**src/rtl/instr_fetch_queue_pkg.sv**
```systemverilog
// Shared types for the instruction fetch queue: FSM states, FIFO entry layout,
// and the word-alignment helper used for every fetch address.
package instr_fetch_queue_pkg;

  localparam int unsigned INSTR_W          = 32;
  localparam logic [31:0] DEFAULT_RESET_PC = 32'h0000_0000;

  typedef enum logic [1:0] {
    IDLE = 2'd0,
    WAIT = 2'd1,
    DROP = 2'd2
  } fetch_state_e;

  typedef struct packed {
    logic [INSTR_W-1:0] pc;
    logic [INSTR_W-1:0] word;
  } fetch_entry_t;

  function automatic logic [31:0] wordAlign(input logic [31:0] addr);
    return {addr[31:2], 2'b00};
  endfunction

endpackage

```
**src/rtl/instr_fetch_queue_fifo.sv**
```systemverilog
// Synchronous FIFO of {pc, word} entries. Flush has priority over push and pop,
// and a push into a full queue is accepted only when a pop frees a slot that cycle.
module instr_fetch_queue_fifo
  import instr_fetch_queue_pkg::*;
#(
  parameter int unsigned DEPTH = 4
) (
  input  logic                         clk,
  input  logic                         reset,
  input  logic                         push_i,
  input  fetch_entry_t                 pushData_i,
  input  logic                         pop_i,
  input  logic                         flush_i,
  output logic [$clog2(DEPTH+1)-1:0]   count_o,
  output logic                         empty_o,
  output logic                         full_o,
  output fetch_entry_t                 head_o
);

  localparam int unsigned PTR_W = $clog2(DEPTH);
  localparam int unsigned CNT_W = $clog2(DEPTH + 1);

  fetch_entry_t       entries_q [DEPTH];
  logic [PTR_W-1:0]   rdPtr_q;
  logic [PTR_W-1:0]   wrPtr_q;
  logic [CNT_W-1:0]   count_q;
  logic               doPush;
  logic               doPop;

  assign empty_o = (count_q == '0);
  assign full_o  = (count_q == CNT_W'(DEPTH));
  assign count_o = count_q;
  assign head_o  = entries_q[rdPtr_q];

  assign doPop  = pop_i && !empty_o && !flush_i;
  assign doPush = push_i && !flush_i && (!full_o || doPop);

  always_ff @(posedge clk) begin
    if (reset || flush_i) begin
      rdPtr_q <= '0;
      wrPtr_q <= '0;
      count_q <= '0;
    end else begin
      if (doPush) wrPtr_q <= wrPtr_q + PTR_W'(1);
      if (doPop)  rdPtr_q <= rdPtr_q + PTR_W'(1);
      count_q <= count_q + CNT_W'(doPush) - CNT_W'(doPop);
    end
  end

  // Storage carries no reset; validity is tracked entirely by count_q.
  always_ff @(posedge clk) begin
    if (doPush) entries_q[wrPtr_q] <= pushData_i;
  end

endmodule

```
**src/rtl/instr_fetch_queue.sv**
```systemverilog
// Fetch front-end: owns the fetch PC, keeps one memory read in flight, and
// queues returned words with their PCs for decode. Redirect flushes and restarts.
module instr_fetch_queue
  import instr_fetch_queue_pkg::*;
#(
  parameter int unsigned DEPTH    = 4,
  parameter logic [31:0] RESET_PC = DEFAULT_RESET_PC
) (
  input  logic        clk,
  input  logic        reset,
  output logic        mem_req_valid,
  output logic [31:0] mem_req_addr,
  input  logic        mem_req_ready,
  input  logic        mem_resp_valid,
  input  logic [31:0] mem_resp_data,
  output logic        instr_valid,
  output logic [31:0] instr,
  output logic [31:0] instr_pc,
  input  logic        instr_ready,
  input  logic        redirect,
  input  logic [31:0] redirect_pc
);

  localparam int unsigned CNT_W = $clog2(DEPTH + 1);

  fetch_state_e      state_q, state_d;
  logic [31:0]       fetchPc_q, fetchPc_d;
  logic [31:0]       reqPc_q, reqPc_d;
  logic              reqHs;
  logic              fifoPush;
  logic              fifoEmpty;
  logic              fifoFull;
  logic [CNT_W-1:0]  fifoCount;
  fetch_entry_t      fifoHead;

  // Held low while reset is asserted so nothing is requested before state is known.
  assign mem_req_valid = (state_q == IDLE) && (fifoCount < CNT_W'(DEPTH)) && !reset;
  assign mem_req_addr  = fetchPc_q;
  assign reqHs         = mem_req_valid && mem_req_ready;

  assign instr_valid = !fifoEmpty;
  assign instr       = fifoHead.word;
  assign instr_pc    = fifoHead.pc;

  always_comb begin
    state_d   = state_q;
    fetchPc_d = fetchPc_q;
    reqPc_d   = reqPc_q;
    fifoPush  = 1'b0;
    case (state_q)
      IDLE: begin
        if (reqHs) begin
          reqPc_d   = fetchPc_q;
          fetchPc_d = fetchPc_q + 32'd4;
          state_d   = redirect ? DROP : WAIT;
        end
      end
      WAIT: begin
        if (mem_resp_valid) begin
          fifoPush = !redirect && !fifoFull;
          state_d  = IDLE;
        end else if (redirect) begin
          state_d = DROP;
        end
      end
      DROP: begin
        if (mem_resp_valid) state_d = IDLE;
      end
      default: state_d = IDLE;
    endcase
    // A redirect overrides any +4 advance from a same-cycle handshake.
    if (redirect) fetchPc_d = wordAlign(redirect_pc);
  end

  always_ff @(posedge clk) begin
    if (reset) begin
      state_q   <= IDLE;
      fetchPc_q <= wordAlign(RESET_PC);
      reqPc_q   <= '0;
    end else begin
      state_q   <= state_d;
      fetchPc_q <= fetchPc_d;
      reqPc_q   <= reqPc_d;
    end
  end

  instr_fetch_queue_fifo #(
    .DEPTH (DEPTH)
  ) u_fifo (
    .clk        (clk),
    .reset      (reset),
    .push_i     (fifoPush),
    .pushData_i ({reqPc_q, mem_resp_data}),
    .pop_i      (instr_ready),
    .flush_i    (redirect),
    .count_o    (fifoCount),
    .empty_o    (fifoEmpty),
    .full_o     (fifoFull),
    .head_o     (fifoHead)
  );

endmodule
```
**config.mk**
```make
export PLATFORM = sky130hd
export DESIGN_NAME = instr_fetch_queue
export DESIGN_NICKNAME = d
export VERILOG_FILES = /design/src/rtl/instr_fetch_queue_pkg.sv /design/src/rtl/instr_fetch_queue_fifo.sv /design/src/rtl/instr_fetch_queue.sv
export SDC_FILE = /design/constraint.sdc
export NUM_CORES = 1
export LEC_CHECK = 0
export BUFFER_PORTS_ARGS = -buffer_cell sky130_fd_sc_hd__buf_4
export CAP_MARGIN = 20
export CELL_PAD_IN_SITES_DETAIL_PLACEMENT = 1
export CELL_PAD_IN_SITES_GLOBAL_PLACEMENT = 1
export CORE_ASPECT_RATIO = 1.4
export CORE_UTILIZATION = 48
export DETAILED_ROUTE_END_ITERATION = 6
export PLACE_DENSITY_LB_ADDON = 0.08
export SYNTH_ARGS = -nofsm -noshare
export SYNTH_HDL_FRONTEND = slang
export SYNTH_SLANG_ARGS = --single-unit
```
**constraint.sdc**
```tcl
create_clock -name clk -period 4.2 [get_ports clk]
set_input_delay 0.84 -clock clk [delete_from_list [all_inputs] [get_ports clk]]
set_output_delay 0.84 -clock clk [all_outputs]
set_load 0.02 [all_outputs]
```
==> impl_metrics.ini <==
[sta]
fmax_mhz = 314.1
finalSetupViolCount = 0
finalHoldViolCount = 0
finalCriticalPeriod_ns = 3.184
slew_viol_final = 0
fin_worst_skew_ns = 0.01017
rsz0062_at_grt = no
tightest_slew_ns = 0.9703
fin_crit_sh = 0.7580
maxSlewHeadroom = 0.3531
setup_tns_ns = 0

[floorplan]
dieArea_sq_um = 26610
coreArea_sq_um = 25470
rows = 69
dieHeight_microns = 192.6
ios = 168
die_w_microns = 138.1
initial_core_util = 0.4891

[clock_tree]
ctsResizeCount = 0
clk_pin_slew_ns = 0.06
htree_levels = 1
cts.sinks = 319
cts_tree = built
cts-root-buf = clkbuf_16
ctsLongestPathBuffers = 3
postCtsSetupRepairBufs = 0
cts_hold_buf = 0
insertion_delay_ns = 0.55
cts_buffers = 30

[worst_setup_path]
critPathTopFamily = flip-flops
required_ns = 3.36
slowest_delay_ns = 0.63
crit_path_cell_trace = buf_12, mux4_2, buf_4
critical_path_class = reg -> out
slowest_stage = dfxtp_4
cp_max_fo = 42
crit_buf_inv = 2
end_kind = output port
arrival_ns = 2.34
startpoint_type = register

[outcome]
violations = DRC
status = finished, violations left

[synthesis]
synth_top_area_frac = 0.5979
synth_cell_types = 51
syn-cell-area_sq_um = 12460
ys_seq_elements = 319
synth_edf_count = 248
postSynthCellCount = 766
synth_top_cell_by_area = edfxtp_1
synth_ff_type = edfxtp_1
async_reset_ff_frac = 0
synth.area.top_cells = edfxtp_1 (60%), dfxtp_1 (11%), mux4_2 (11%)
syn-mean-instance-area_sq_um = 16.26
yosys_warnings = 0
synth_seq_area_share = 0.7120

[pwr]
pwr-share-clk = 0.413
seq_power_share = 0.544
finalPower_w = 0.006434
p_leak_nw = 4.924
irDropWorstVdd_mv = 0.3173
p_comb_frac = 0.043
switching_share = 0.2105
power.switching_w = 0.001355
p_per_area_nw_per_um2 = 429.4
p_int_w = 0.005080

[cells_and_area]
final_common_cell = edfxtp_1
fill_cells = 2369
drive_gt1_frac = 0.3048
most-common-layout-cells = edfxtp_1 (248), buf_4 (164), nand2_1 (77)
syn_to_final_growth_pct = 20.29
fin_util = 0.5883
fin_nets = 999
antenna_cells = 0

[global_route]
grt_pass1_vias = 7966
grt_max_degree = 73
grt_pass1_wl_mm = 43.99
track_usage = 0.2134
overflow = 0
antenna_found_initial = 0

[place]
io_buffers = 161
hpwl_mm = 18.29
place_congestion = 0.8179

[route]
vias_per_cell = 5.705
vias = 7211
dr.pass1.iters = 6
drt_iter0_drc = 351
avgRoutedWirePerCell_microns = 22.30
ant_nets = 0
drc = 26
drt_wl_total_mm = 28.19

[hold_path]
hp-class = in -> reg

[job]
max-cap-violations = 0
-- worst register-to-register path: stages, from the launching register on --
cell and delay [ns]:
dfxtp_1 0.40, or3_1 0.49, and3_1 0.25, ha_1 0.27, inv_1 0.06, ha_1 0.13
inv_1 0.05, fa_1 0.38, xor2_1 0.16, xnor2_1 0.16, nor2_1 0.05
-- worst paths after layout --
kind                                           endpoint  slack [ns]               from  cells after the start
worst min-delay path            u_fifo.entries_q[0][15]        0.49  mem_resp_data[15]                      1
worst min register to register              reqPc_q[19]        0.50        reqPc_q[19]                      2
worst max-delay path                       instr_pc[30]        1.02           register                      3
worst max register to register        u_fifo.count_o[2]        1.69  u_fifo.count_o[2]                     10
-- layer usage --
metal	up-vias	wire length (microns)	GRT usage
li1	3318	-	-
met1	3649	11530	0.2681
met2	203	14960	0.3950
met3	41	1128	0.02159
met4	0	566	0.05834
met5	-	0	0
-- kinds of logic (layout without fill, tap and decap cells) --
logic type / Yosys count / after routing / share of synthesized area
other: 1 / 4 / 0.0003011
buffers and inverters: 63 / 239 / 0.02120
XOR/XNOR: 11 / 11 / 0.007735
flip-flops: 319 / 319 / 0.7120
adder cells (fa/ha/maj): 8 / 8 / 0.008639
multiplexers: 63 / 63 / 0.1129
AO/OA/AOI/OAI: 86 / 86 / 0.04530
AND/OR/NAND/NOR: 215 / 215 / 0.09191
-- cell usage after synthesis (4+ instances only) --
cell / instances
a21oi_1: 36
and3_1: 8
clkbuf_1: 33
dfxtp_1: 71
a2111oi_0: 4
or4_1: 9
xnor2_1: 7
a311oi_1: 13
o31ai_1: 8
nor3_1: 7
buf_1: 7
and2_1: 7
mux4_2: 62
o21ai_0: 6
or3_1: 6
a211oi_1: 10
nand2_1: 77
ha_1: 7
inv_1: 14
edfxtp_1: 248
and4_1: 14
buf_4: 4
nor4_1: 7
buf_2: 4
nor2_1: 38
nand3_1: 17
nand4_1: 12
xor2_1: 4
-- final cells by class --
type,instances,area [sq um],share of cell area
clock buffers,43,849.6,0.05670
clock inverters,13,130.1,0.008685
flip-flops and latches,319,8876,0.5924
multi-input cells,387,3344,0.2232
repair buffers,169,1331,0.08885
inverters,14,52.55,0.003507
well taps,319,399.1,0.02664
-- power by group through the flow --
| stage | clock network (W) | registers [W] | logic (W) |
|---|---|---|---|
| final | 0.00266 | 0.00350 | 0.000278 |
| after global routing | 0.00281 | 0.00351 | 0.000301 |
| after CTS | 0.00272 | 0.00350 | 0.000281 |
| after detailed placement | 0 | 0.00357 | 0.000280 |
| after global placement | 0 | 0.00356 | 0.000269 |
| after floorplan | 0 | 0.00357 | 0.000122 |
-- flip-flops by register name, summed over array words and instances (netlist names), named ones only --
| register | cells |
|---|---|
| mem_req_addr | 30 |
| reqPc_q | 30 |
| u_fifo.rdPtr_q | 2 |
| u_fifo.count_o | 3 |
| state_q | 2 |
| u_fifo.wrPtr_q | 2 |
| u_fifo.entries_q | 248 |
-- through the flow --
step	cells	instance area, sq um	setup slack (ns)	hold slack, ns
CTS	1264	14980	0.8955	0.4666
detailed placement	1208	14000	0.9966	0.4903
global placement	1208	14000	1.099	0.4688
floorplan	769	12470	0.7156	0.4600
finish	1264	14980	1.016	0.4851
global route	1264	14980	0.8337	0.4690
Note: power is estimated with default switching activity, not from simulation.
